`config.mk`:
```
export PLATFORM = sky130hd
export DESIGN_NAME = elapsed_timer_bank
export DESIGN_NICKNAME = d
export VERILOG_FILES = /design/src/rtl/timecnt_pkg.sv /design/src/rtl/timecnt_channel.sv /design/src/rtl/elapsed_timer_bank.sv
export SDC_FILE = /design/constraint.sdc
export NUM_CORES = 1
export LEC_CHECK = 0
export CAP_MARGIN = 30
export CORE_MARGIN = 2
export CORE_UTILIZATION = 45
export DETAILED_ROUTE_END_ITERATION = 16
export GPL_ROUTABILITY_DRIVEN = 0
export PLACE_DENSITY_LB_ADDON = 0.08
export SKIP_LAST_GASP = 1
export SLEW_MARGIN = 20
export SYNTH_ARGS = -nofsm -noshare
export SYNTH_HDL_FRONTEND = slang
export SYNTH_SLANG_ARGS = --single-unit
```
`constraint.sdc`:
```
create_clock -name MCLK -period 7.9 [get_ports MCLK]
set_clock_uncertainty 0.1 [all_clocks]
set_input_delay 0.79 -clock MCLK [delete_from_list [all_inputs] [get_ports MCLK]]
set_output_delay 0.79 -clock MCLK [all_outputs]
set_load 0.01 [all_outputs]
```
`src/rtl/timecnt_pkg.sv`:
```
// rtl/timecnt_pkg.sv - channel state encoding and helpers for the elapsed timer bank
package timecnt_pkg;

    localparam int STATE_W = 2;

    typedef enum logic [STATE_W-1:0] {
        ST_IDLE = 2'd0,
        ST_RUN  = 2'd1,
        ST_HOLD = 2'd2
    } chan_state_t;

    // Largest value an unsigned counter of the given width can hold
    function automatic logic [63:0] count_max(input int width);
        return (64'd1 << width) - 64'd1;
    endfunction

endpackage

```
`src/rtl/timecnt_channel.sv`:
```
// rtl/timecnt_channel.sv - one timer channel: FSM, prescaler, counter, overflow (TIMECNT_WRAP_EN selects wrap vs saturate)
import timecnt_pkg::*;

module timecnt_channel #(
    parameter int COUNT_W  = 16,
    parameter int TICK_DIV = 48000000,
    parameter int PRESC_W  = 26
) (
    input  logic               MCLK,
    input  logic               nRESET,
    input  logic               nSTART,
    input  logic               nCLR,
    input  logic               PAUSE,
    output logic [COUNT_W-1:0] TIMEELAPSED,
    output logic               RUNNING,
    output logic               OVFL
);

    localparam logic [COUNT_W-1:0] CNT_MAX    = COUNT_W'(count_max(COUNT_W));
    localparam logic [PRESC_W-1:0] PRESC_LAST = PRESC_W'(TICK_DIV - 1);

    chan_state_t        state;
    logic [PRESC_W-1:0] presc;
    logic [COUNT_W-1:0] count;
    logic               running;
    logic               ovfl;

    assign TIMEELAPSED = count;
    assign RUNNING     = running;
    assign OVFL        = ovfl;

    // Channel FSM; clear dominates everything but reset, start is only honoured from IDLE
    always_ff @(posedge MCLK) begin
        if (!nRESET || !nCLR) begin
            state   <= ST_IDLE;
            presc   <= '0;
            count   <= '0;
            running <= 1'b0;
            ovfl    <= 1'b0;
        end else begin
            case (state)
                ST_IDLE: begin
                    if (!nSTART) begin
                        state   <= ST_RUN;
                        running <= 1'b1;
                        presc   <= '0;
                    end
                end
                ST_RUN: begin
                    if (PAUSE) begin
                        state   <= ST_HOLD;
                        running <= 1'b0;
                    end else if (presc == PRESC_LAST) begin
                        presc <= '0;
                        if (count == CNT_MAX) begin
                            ovfl <= 1'b1;
`ifdef TIMECNT_WRAP_EN
                            count <= '0;
`else
                            count <= CNT_MAX;
`endif
                        end else begin
                            count <= count + 1'b1;
                        end
                    end else begin
`ifdef TIMECNT_WRAP_EN
                        presc <= presc + 1'b1;
`else
                        // once saturated the prescaler parks at 0 until cleared
                        if (!ovfl) begin
                            presc <= presc + 1'b1;
                        end
`endif
                    end
                end
                ST_HOLD: begin
                    // partial tick is kept; counting resumes from the frozen prescaler
                    if (!PAUSE) begin
                        state   <= ST_RUN;
                        running <= 1'b1;
                    end
                end
                default: begin
                    state   <= ST_IDLE;
                    running <= 1'b0;
                end
            endcase
        end
    end

endmodule

```
`src/rtl/elapsed_timer_bank.sv`:
```
// rtl/elapsed_timer_bank.sv - multi-channel elapsed timer with coherent snapshot (TIMECNT_WRAP_EN selects wrap vs saturate)
import timecnt_pkg::*;

module elapsed_timer_bank #(
    parameter int CHANNELS = 4,
    parameter int COUNT_W  = 16,
    parameter int TICK_DIV = 48000000,
    parameter int PRESC_W  = 26
) (
    input  logic                          MCLK,
    input  logic                          nRESET,
    input  logic [CHANNELS-1:0]           nSTART,
    input  logic [CHANNELS-1:0]           nCLR,
    input  logic [CHANNELS-1:0]           PAUSE,
    input  logic                          SNAP,
    output logic [CHANNELS*COUNT_W-1:0]   TIMEELAPSED,
    output logic [CHANNELS*COUNT_W-1:0]   SNAPSHOT,
    output logic [CHANNELS-1:0]           RUNNING,
    output logic [CHANNELS-1:0]           OVFL
);

    logic [CHANNELS*COUNT_W-1:0] snap_q;

    assign SNAPSHOT = snap_q;

    for (genvar g = 0; g < CHANNELS; g++) begin : g_chan
        timecnt_channel #(
            .COUNT_W  (COUNT_W),
            .TICK_DIV (TICK_DIV),
            .PRESC_W  (PRESC_W)
        ) u_chan (
            .MCLK        (MCLK),
            .nRESET      (nRESET),
            .nSTART      (nSTART[g]),
            .nCLR        (nCLR[g]),
            .PAUSE       (PAUSE[g]),
            .TIMEELAPSED (TIMEELAPSED[g*COUNT_W +: COUNT_W]),
            .RUNNING     (RUNNING[g]),
            .OVFL        (OVFL[g])
        );
    end

    // Capture all live counts in the same cycle so the snapshot is coherent
    always_ff @(posedge MCLK) begin
        if (!nRESET) begin
            snap_q <= '0;
        end else if (SNAP) begin
            snap_q <= TIMEELAPSED;
        end
    end

endmodule

```
==> results, run 1 <==
- The flow ran to the end, and the final reports show no timing, DRC or antenna violations.
- The distinct cell type count of the synthesized netlist is 67.
- The launch instance of the worst min-delay path is g_chan[3].u_chan.presc[7].
- The via count of the first global-routing pass is 11.1k.
- Registers take 4880 µm².
- The clock latency on the worst-skew pair is 0.54 ns.
- The analysis attributes to cell leakage a power of 4.87 nW.
- Cells fill 55.1% of the core in the end.
- By area the synthesized netlist is led by dfxtp_1 (39%), mux2i_1 (6.6%), a21oi_1 (4.3%), nand2_1 (3.9%), nor2b_1 (3.5%).
- After detailed routing, the number of remaining DRC violations is 0.
- The type of the tightest min-delay check is flop to flop.
- Across the run, the number of max-cap violations was 0.
- In the routed layout, each cell is associated on average with a via count of 6.01.
- Entering global routing, the biggest net connects 48 pins.
- The power density over cell area is 171 nW/µm².
- The CTS tree is yes.
- The count of antenna diodes in the layout is 0.
- The critical path goes through clkdlybuf4s50_1 -> nor3b_1 -> and2_1 -> nand4_1 -> or4_1 -> a31oi_1.
- In the synthesized netlist the dominant register cell turns out to be dfxtp_1.
- In the final routed layout, each cell accounts on average for 17.4 µm.
- The sequential share of the synthesized area is 38.6%.
- The worst hold slack is 0.371 ns.
- Across every metal layer, demand over resource in global routing totals 23.5%.
- The I/O pin count is 151.
- The number of inserted filler cells in the final layout is 2646.
- The maximum level of the CTS H-tree is 1.
- The kind of launch point of the worst setup path is a primary input.
- The overall die height is 172 µm.
- Setup repair after global routing left no endpoint under its margin.
- The category of the critical setup timing path is primary input to flop.
- The startpoint identified for the worst register-to-register timing path is g_chan[3].u_chan.presc[4].
- The final antenna-violating net count is 0.
- The finished cells cover 15300 µm².
- The depth of the worst register-to-register path is 5.
- The initial antenna violation count is 0.
- In the final layout, the multi-input gates occupy 7280 µm².
- In the final design database the tool counted 1646 nets.
- In this run the worst path has a maximum fanout of 11.
- The routed design could run at a clock period as short as 3.08 ns.
- The final critical-path share of the clock period is 39.0%.
- The minimum setup slack among reg-to-reg paths is 4.89 ns.
- The setup TNS is 0 ns.
- The HPWL after detailed placement is 24200 µm.
- The cell family contributing the most delay on the critical path is simple AND/OR/NAND/NOR gates.
- Setup violations remaining at the end of the flow were counted as 0.
- The data arrival time of the critical path is 3.44 ns.
- Gates resized during post-CTS repair numbered 0.
- The count of buffers added on input and output ports is 150.
- The maximum frequency from static timing analysis is 0.324 GHz.
- In this run the core area contains 61 standard-cell rows.
- Once the floorplan was initialized, standard cells occupied 45.6% of the core.
- The number of hold buffers added after CTS is 0.
- The layout cell share with drive strength beyond 1 is 5.30%.
- The first global-routing pass estimated 57900 µm of wire.
- For this run, the number of Yosys warnings is 0.
- After synthesis the cells add up to 12700 µm².
- The floorplan step defined a die boundary enclosing 29500 µm².
- The placed instance area is 14400 µm².
- The tree is rooted in a clkbuf_16.
- The worst hold path terminates at g_chan[3].u_chan.presc[7].
- The smallest setup slack after layout is 4.82 ns.
- After synthesis, the mean cell area works out to 8.36 µm².
- Counting the buffers created by CTS gives 29.
- The count of final max-slew check failures was 0.
- For this block, the initial DRC count from the detailed router was 970.
- The count of buffer and inverter cells on the critical path is 1.
- STA classifies the critical path endpoint as a flop.
- The endpoint identified for the worst register-to-register timing path is g_chan[3].u_chan.TIMEELAPSED[9].
- Before antenna repair, the detailed router went through 5 iterations.
- Before CTS, the worst setup slack after placement is 4.29 ns.
- The share of the synthesized area in the top cell type is 38.6%.
- The number of endpoints with negative hold slack in the final report was 0.
- The slowest stage of the critical path belongs to the cell nor3b_1.
- The number of post-CTS setup repair buffers is 0.
- For this block, the routed nets add up to 35200 µm of wire.
- Data on the critical path is required at its endpoint by 8.26 ns.
- Of all flip-flops after synthesis, the portion carrying an async set or reset was 0%.
- The number of nets handed over by synthesis was 1539.
- The cell count after synthesis came out at 1516.
- The critical path's largest stage delay is 0.75 ns.
- dfxtp_1 takes more of the synthesized area than any other cell.
- The slew of the pin with the lowest slew margin is 1.02 ns.
- The via total after detailed routing is 12.1k.
- For this design, the sink count on the clock tree is 244.
- The library cells used most frequently in the layout, excluding fill and tap cells, are dfxtp_1 (244), clkdlybuf4s50_1 (148), nand2_1 (130).
- The number of storage elements in the synthesis netlist is 244.
- The number of enable flip-flop cells after synthesis is 0.
- After floorplanning, the core was sized to cover 27800 µm².
- The remaining global-route overflow is 0.
- In this run the tightest slew margin relative to its limit is 32.3%.
- The clock slew seen by the registers of the worst setup and hold paths is 0.06 ns.
- The layout overhead on the synthesized area is 20.8%.
- The number of buffers on the longest clock path is 3.
- The x dimension of the die is 172 µm.
- The maximum vdd drop is 0.133 mV.
- The most common library cell in the layout ignoring fill and taps is dfxtp_1.
- The cell depth of the worst hold path is 2.
metal layers:
metal / routed length (µm) / global-route usage, % / up-vias
li1: - / - / 6003
met4: 646 / 4.97 / 0
met2: 15900 / 37.6 / 311
met5: 0 / 0 / -
met3: 1730 / 3.15 / 47
met1: 16900 / 33.6 / 5768
through the flow:
step | instances | power [W]
2_1_floorplan | 1516 | 0.00134
3_3_place_gp | 1961 | 0.00137
3_5_place_dp | 1965 | 0.00138
4_1_cts | 2014 | 0.00265
5_1_grt | 2019 | 0.00271
6_report | 2019 | 0.00262
power breakdown:
part	total [W]	switching [W]	internal, W	leakage [nW]
Sequential	0.00124	0.00000286	0.00123	1.96
Combinational	0.000116	0.0000777	0.0000381	2.46
Clock	0.00127	0.000511	0.000756	0.444
Total	0.00262	0.000591	0.00203	4.87
worst max-delay path by stage:
stage / startpoint / endpoint / slack, ns / cells past startpoint
2_1_floorplan: PAUSE[3] / g_chan[3].u_chan.TIMEELAPSED[15] / 5.16 / 6
3_3_place_gp: PAUSE[1] / g_chan[1].u_chan.TIMEELAPSED[10] / 4.35 / 6
3_5_place_dp: PAUSE[1] / g_chan[1].u_chan.TIMEELAPSED[11] / 4.29 / 6
4_1_cts: g_chan[2].u_chan.presc[16] / g_chan[2].u_chan.presc[21] / 4.65 / 6
5_1_grt: PAUSE[1] / g_chan[1].u_chan.OVFL / 4.61 / 6
6_report: PAUSE[1] / g_chan[1].u_chan.TIMEELAPSED[11] / 4.82 / 6
synthesized netlist by cell type, types with 14 or more instances:
cell type / count
or4_1: 55
clkbuf_1: 76
o21ai_0: 48
mux2i_1: 83
o31ai_1: 30
nor2_1: 54
nor2b_1: 71
or3_1: 35
a311oi_1: 18
nor4_1: 38
dfxtp_1: 244
nand4_1: 57
nand4b_1: 14
and2_1: 21
and3_1: 48
nor3_1: 44
a21oi_1: 109
nand2_1: 130
nand3_1: 82
a31oi_1: 43
and4_1: 19
inv_1: 26
flip-flops by register name, summed over array words and instances, names as in the netlist:
name	flops
g_chan.u_chan.state	8
SNAPSHOT	64
g_chan.u_chan.TIMEELAPSED	64
g_chan.u_chan.presc	104
g_chan.u_chan.OVFL	4
cells by family after synthesis:
group	Yosys count	synth area share (%)
simple gates	726	33.2
compound gates	318	15.9
flops	244	38.6
buf+inv	122	3.95
mux	85	6.74
xor+xnor	13	0.899
fa+ha+maj	8	0.790
tightest hold or removal path: stages, from the launching register on:
cell	delay (ns)
dfxtp_1	0.31
inv_1	0.05
a211oi_1	0.05
final cells by class:
class | instances | share of cell area, %
Tap cell | 378 | 3.09
Clock buffer | 43 | 5.48
Multi-Input combinational cell | 1150 | 47.6
Clock inverter | 6 | 0.384
Sequential cell | 244 | 31.9
Inverter | 26 | 0.638
Timing Repair Buffer | 172 | 10.9
Note: power is estimated with default switching activity, not from simulation.
==> inputs of run 2 (changes only) <==
==> constraint.sdc (replaced) <==
create_clock -name MCLK -period 3.11 [get_ports MCLK]
set_clock_uncertainty 0.1 [all_clocks]
set_input_delay 0.311 -clock MCLK [delete_from_list [all_inputs] [get_ports MCLK]]
set_output_delay 0.311 -clock MCLK [all_outputs]
set_load 0.01 [all_outputs]
==> run 2 against run 1 <==
Compared with the run above:
- final area up 2.0%
- wire length grew 2.8%
- sequential share of layout area down 0.64 points
- non-clock buffer count rose by 32
- critical path depth down 1
- clock power rose to 2.7 times the previous value
- sequential cell count did not move
- combinational power increased to 2.8 times the previous value
- global-route usage grew 0.56 points
- count of clock-buffer cells in the layout fell by 3
- total power rose to 2.6 times the previous value
- setup slack lost 4.4 ns
- critical path type is now flop to flop
- largest cell class unchanged
- largest power group unchanged
- highest routed layer unchanged
==> results, run 2 (synthesis results as in run 1) <==
- The wire length per cell after detailed routing is 17.7 µm.
- The maximum fanout along the worst path is 15.
- The placed instance area is 14700 µm².
- For this design, the CTS-stage hold fixing added 0 buffers.
- Data on the critical path is required at its endpoint by 3.47 ns.
- The floorplan step defined a die boundary enclosing 29500 µm².
- Fill cells in the final layout number 2651.
- The number of post-CTS setup repair buffers is 0.
- STA classifies the critical path endpoint as a flop.
- For this run, the top clock speed supported by timing is 0.365 GHz.
- The flow ran to the end, and the final reports show no timing, DRC or antenna violations.
- The minimum clock period after layout is 2.74 ns.
- In this run, CTS created clock tree buffers numbering 28.
- In this run the worst setup path begins at g_chan[3].u_chan.presc[10].
- In this run the most used layer during global routing was met2.
- The detailed router's first-iteration violation count is 1075.
- The global-route met2 utilization is 39.6%.
- Leaving out fill and tap cells, the most frequent cell in the layout is dfxtp_1.
- The initial antenna violation count is 0.
- The launch instance of the worst min-delay path is nRESET.
- The count of final max-slew check failures is 0.
- The number of endpoints with negative hold slack in the final report is 0.
- The global router's overall resource usage is 24.0%.
- The setup TNS is 0 ns.
- The slew of the pin with the lowest slew margin is 0.707 ns.
- Summing all flip-flop and latch instances after layout gives 4880 µm².
- The first detailed-routing pass took 5 iterations.
- The first global-routing pass estimated 58900 µm of wire.
- The critical path's largest stage delay is 0.56 ns.
- The layout cell share with drive strength beyond 1 is 7.06%.
- The power density over cell area is 444 nW/µm².
- From synthesis to final layout, the design area changed by 23.2%.
- For this run the aggregate overflow at the end of global routing stands at 0.
- The sum of net half-perimeters after detailed placement is 25400 µm.
- In this run the standard cell core region covers 27800 µm².
- The depth of the worst register-to-register path is 5.
- The signal on the critical path passes through or4_1 -> or4_1 -> o211a_1 -> or4_1 -> a21oi_1.
- The number of buffers on the longest clock path is 3.
- The number of clock sinks is 244.
- The maximum vdd drop is 0.387 mV.
- In this run the horizontal extent of the chip is 172 µm.
- The max capacitance violation total is 0.
- The top cell types in the final layout, fill and taps aside, are dfxtp_1 (244), clkdlybuf4s50_1 (148), nand2_1 (130).
- For this design the top-level I/O count stands at 151.
- The minimum setup slack among reg-to-reg paths is 0.37 ns.
- The multi-input gate area in the final layout is 7280 µm².
- The worst hold slack is 0.154 ns.
- Clock-pin slew was measured on the worst setup and hold paths at 0.06 ns.
- In this run the number of H-tree levels came out at 1.
- With fillers left out, the area of the finished cells amounts to 15600 µm².
- The total power consumption of the routed design is 0.00693 W.
- The most prevalent standard cell on the critical path is or4_1.
- Setup repair after global routing left no endpoint under its margin.
- In this run the worst hold path is classified as primary input to flop.
- Buffers placed on the I/O ports in this run total 150.
- TritonCTS built the clock tree.
- In this run the critical register-to-register path is captured at g_chan[3].u_chan.presc[25].
- The worst-path cell with the longest stage delay is or4_1.
- In this run the tightest slew margin relative to its limit is 52.4%.
- For this run, design rule violations remaining after detail routing come to 0.
- The worst path uses 88.1% of the clock period.
- The clock latency on the worst-skew pair is 0.53 ns.
- The met1 capacity usage during global routing is 33.6%.
- For this run, the post-layout net count is 1677.
- STA classifies the critical path startpoint as a flop.
- The category of the critical setup timing path is flop to flop.
- The floorplan step set the die height to 172 µm.
- The number of standard-cell rows in the floorplan is 61.
- The most flop-heavy register is g_chan.u_chan.presc.
- Detailed routing inserted a total of 12.4k vias.
- Once the floorplan was initialized, standard cells occupied 45.6% of the core.
- In this run the clock root is driven by a clkbuf_16.
- Among cell families on the critical path, the largest total delay comes from simple AND/OR/NAND/NOR gates.
- The count of buffer and inverter cells on the critical path is 0.
- Entering global routing, the biggest net connects 37 pins.
- The cell depth of the worst hold path is 2.
- The ratio of routed vias to standard cells is 6.05.
- The worst reg2reg path startpoint is g_chan[3].u_chan.presc[10].
- The post-cts repair resize count is 0.
- The routed design has 36200 µm of wire.
- Data on the critical path arrives at its endpoint at 3.10 ns.
- The met3 demand-to-capacity share in global routing is 3.38%.
- The destination of the worst hold path is SNAPSHOT[50].
- Setup violations remaining at the end of the flow were counted as 0.
- In this run the static leakage power is 5.05 nW.
- The via count of the first global-routing pass is 11.3k.
- The register with the most flip-flops in the layout has 104 of them.
- The number of antenna diodes in the final layout is 0.
- The final antenna-violating net count is 0.
run 2: per-layer routing:
layer	up-vias	wire length, µm
met5	-	0
met4	0	605
met3	37	1910
met2	368	16500
met1	5930	17200
li1	6077	-
run 2: worst max path at each step:
stage | to | slack (ns) | depth (start not counted)
floorplan | g_chan[3].u_chan.TIMEELAPSED[15] | 0.54 | 8
global placement | g_chan[3].u_chan.TIMEELAPSED[9] | 0.39 | 6
detailed placement | g_chan[3].u_chan.TIMEELAPSED[9] | 0.37 | 6
CTS | g_chan[0].u_chan.TIMEELAPSED[13] | 0.37 | 5
global route | g_chan[1].u_chan.presc[17] | 0.22 | 6
finish | g_chan[3].u_chan.presc[25] | 0.37 | 5
run 2: per-stage QoR:
stage | instances | setup slack [ns] | utilization (%)
finish | 2050 | 0.370 | 56.2
global route | 2050 | 0.217 | 56.2
CTS | 2050 | 0.375 | 56.2
detailed placement | 2002 | 0.365 | 52.7
global placement | 2001 | 0.394 | 52.7
floorplan | 1516 | 0.541 | -
run 2: area by class of cell:
type / count / area share [%]
well taps: 378 / 3.03
repair buffers: 204 / 12.2
inverters: 26 / 0.625
clock buffers: 40 / 5.10
flip-flops and latches: 244 / 31.3
clock inverters: 8 / 1.06
multi-input cells: 1150 / 46.7
run 2: power breakdown:
| group | leakage (nW) | internal, W | switching (W) |
|---|---|---|---|
| Combinational | 2.62 | 0.000112 | 0.000208 |
| Sequential | 1.96 | 0.00313 | 0.00000718 |
| Clock | 0.471 | 0.00218 | 0.00130 |
==> inputs of run 3 (changes only) <==
--- a/config.mk
+++ b/config.mk
@@ -5,7 +5,6 @@
 export SDC_FILE = /design/constraint.sdc
 export NUM_CORES = 1
 export LEC_CHECK = 0
-export CAP_MARGIN = 30
 export CORE_MARGIN = 2
 export CORE_UTILIZATION = 45
 export DETAILED_ROUTE_END_ITERATION = 16
==> run 3 against run 2 <==
Compared with the run above:
- clock power is 5% higher
- largest power group unchanged
- sequential power barely moved
- final area up 0.36%
- wire length is 0.54% higher
- total power increased by 2.4%
- maximum frequency decreased by 0.19%
- non-clock buffer count down 1
- count of clock-buffer cells in the layout rose by 2
- sequential share of layout area fell by 0.11 points
- critical path type unchanged
==> results, run 3 (synthesis results as in run 1) <==
- The post-route netlist has 7.22% of its cells at a drive strength greater than 1.
- The cell sitting at the root of the clock tree is a clkbuf_16.
- The kind of launch point of the worst setup path is a flop.
- The signal on the critical path passes through or4bb_1 -> or4_1 -> nor4_2 -> mux2_2 -> nand2_1.
- For this design, the CTS-stage hold fixing added 0 buffers.
- The internal portion of the total power is 0.00555 W.
- For this design the ratio of total power to cell area is 453 nW/µm².
- In this run the number of H-tree levels came out at 1.
- The max capacitance violation total is 0.
- The clock slew seen by the registers of the worst setup and hold paths is 0.06 ns.
- In the layout the commonest cells are dfxtp_1 (244), clkdlybuf4s50_1 (148), nand2_1 (130).
- Entering global routing, the biggest net connects 37 pins.
- The net switching power is 0.00155 W.
- Summing all placed instances gives a cell area of 14600 µm².
- The final layout contains routed wiring with a total length of 36400 µm.
- For the final routed database, the setup TNS stands at 0 ns.
- At the pin with the least slew margin, the transition time is 0.697 ns.
- The count of endpoints failing setup in the final report is 0.
- After floorplanning, the core was sized to cover 27800 µm².
- The worst setup timing slack at the placement stage is 0.379 ns.
- The die is 172 µm wide.
- After detailed routing, the number of remaining DRC violations is 0.
- The global router's overall resource usage is 24.3%.
- The minimum clock period after layout is 2.75 ns.
- The detailed router's first-iteration violation count is 864.
- The number of post-CTS setup repair buffers is 0.
- The die footprint is 29500 µm².
- TritonCTS built the clock tree.
- The ratio of routed vias to standard cells is 6.02.
- The share of power burned in combinational logic is 4.5%.
- The post-cts repair resize count is 0.
- The reported leakage power is 5.08 nW.
- The I/O pin count is 151.
- The required time at the worst-slack endpoint is 3.50 ns.
- The final-stage net count is 1677.
- The number of flip-flops in the largest register is 104.
- The worst hold slack is 0.151 ns.
- The count of final max-slew check failures is 0.
- The critical path is of the flop to flop type.
- Before antenna repair, the detailed router went through 7 iterations.
- In this run the deepest clock path goes through 3 buffers.
- The maximum vdd drop is 0.351 mV.
- After layout, the worst setup slack is 0.365 ns.
- The maximum frequency from static timing analysis is 0.364 GHz.
- The worst setup path is captured at a flop.
- The critical path startpoint is g_chan[0].u_chan.presc[25].
- In this run the register-to-register setup slack is 0.36 ns.
- For the worst setup path, the data arrival time is 3.13 ns.
- The wire length per cell after detailed routing is 17.7 µm.
- Dividing the final minimum period by the clock period gives 88.3%.
- The type of the tightest min-delay check is primary input to flop.
- The layout overhead on the synthesized area is 23.7%.
- Measured in cells, the most critical reg-to-reg path has a length of 5.
- Counting flops per register, the top entry is g_chan.u_chan.presc.
- The critical path's largest stage delay is 0.69 ns.
- The number of endpoints with negative hold slack in the final report is 0.
- The clock latency on the worst-skew pair is 0.54 ns.
- In this run, placement finished with an instance count of 2001.
- Setup repair after global routing left no endpoint under its margin.
- Summed over all layers, the global routing overflow is 0.
- Headroom to the max-slew limit came out at 53.1%.
- The overall die height is 172 µm.
- The worst register-to-register path ends at g_chan[0].u_chan.TIMEELAPSED[13].
- The finished cells cover 15700 µm².
- The part of the total power dissipated in sequential elements is 44.2%.
- The via count of the first global-routing pass is 11.3k.
- The floorplan has 61 rows.
- The number of clock sinks is 244.
- The initial core utilization is 45.6%.
- The number of buffer cells added on primary ports is 150.
- The global-route wire length before repair is 59600 µm.
- Summed over all nets, the half-perimeter wirelength after detailed placement is 25300 µm.
- The worst reg2reg path startpoint is g_chan[0].u_chan.presc[25].
- Leaving out fill and tap cells, the most frequent cell in the layout is dfxtp_1.
- The final route contains 12.4k vias.
- The clock network is responsible for 51.3% of the overall power.
- The worst-path cell with the longest stage delay is or4_1.
- The number of inserted filler cells in the final layout is 2646.
- The number of clock buffers inserted by TritonCTS is 29.
- The switching part of the total power is 21.9%.
- The initial antenna violation count is 0.
- The detail route stage leaves a number of antenna-violating nets equal to 0.
- The maximum fanout along the worst path is 10.
- The run finished with clean final reports.
- Leaving out filler cells and counting taps, the final layout contains 2053.
- The endpoint of the most critical setup path is g_chan[0].u_chan.TIMEELAPSED[13].
- 0 antenna diodes ended up in the layout.
==> run 3: cell types whose count changed in the layout (fill, tap and decap cells not counted) <==
cell / change
bufinv_16: +1
clkbuf_8: +1
clkinv_2: -1
clkbuf_1: +1
a21oi_2: +1
buf_4: -1
a21oi_1: -1
inv_6: +2
==> run 3: layout make-up <==
type	count	area, µm²	share of cell area (%)
Sequential cell	244	4880	31.2
Clock inverter	10	208	1.33
Clock buffer	42	815	5.20
Multi-Input combinational cell	1150	7290	46.5
Timing Repair Buffer	203	1900	12.2
Tap cell	378	473	3.02
Inverter	26	97.6	0.623
==> run 3: through the flow <==
step | power [W] | util, %
CTS | 0.00717 | 56.4
floorplan | 0.00341 | -
detailed placement | 0.00352 | 52.7
finish | 0.00710 | 56.4
global route | 0.00733 | 56.4
global placement | 0.00352 | 52.7
==> run 3: power by group through the flow <==
| stage | sequential [W] | clock, W | combinational, W |
|---|---|---|---|
| 5_1_grt | 0.00314 | 0.00385 | 0.000347 |
| 3_3_place_gp | 0.00321 | 0 | 0.000316 |
| 4_1_cts | 0.00314 | 0.00372 | 0.000319 |
| 6_report | 0.00314 | 0.00364 | 0.000320 |
| 3_5_place_dp | 0.00321 | 0 | 0.000318 |
| 2_1_floorplan | 0.00320 | 0 | 0.000201 |
==> run 3: critical path: cells and delay by family, from the launching register on <==
family / cells / cell delay (ns)
multiplexers: 1 / 0.40
flip-flops: 1 / 0.37
AND/OR/NAND/NOR: 4 / 1.82
==> run 3: worst min-delay path by stage <==
stage	to	startpoint	depth (start not counted)	slack, ns
floorplan	g_chan[3].u_chan.presc[7]	g_chan[3].u_chan.presc[7]	2	0.33
global placement	g_chan[3].u_chan.presc[7]	g_chan[3].u_chan.presc[7]	2	0.35
detailed placement	g_chan[3].u_chan.presc[7]	g_chan[3].u_chan.presc[7]	2	0.36
CTS	SNAPSHOT[49]	nRESET	2	0.16
global route	SNAPSHOT[21]	nRESET	2	0.15
finish	SNAPSHOT[19]	nRESET	2	0.15
==> run 3: layer usage <==
layer	share of wire, %	vias to the layer above	track usage, %	routed length [µm]
met4	1.9	0	5.77	678
met5	0	-	0	0
met2	46	392	39.3	16600
met1	47	5853	34.3	17200
li1	-	6065	-	-
met3	5.2	44	3.22	1910
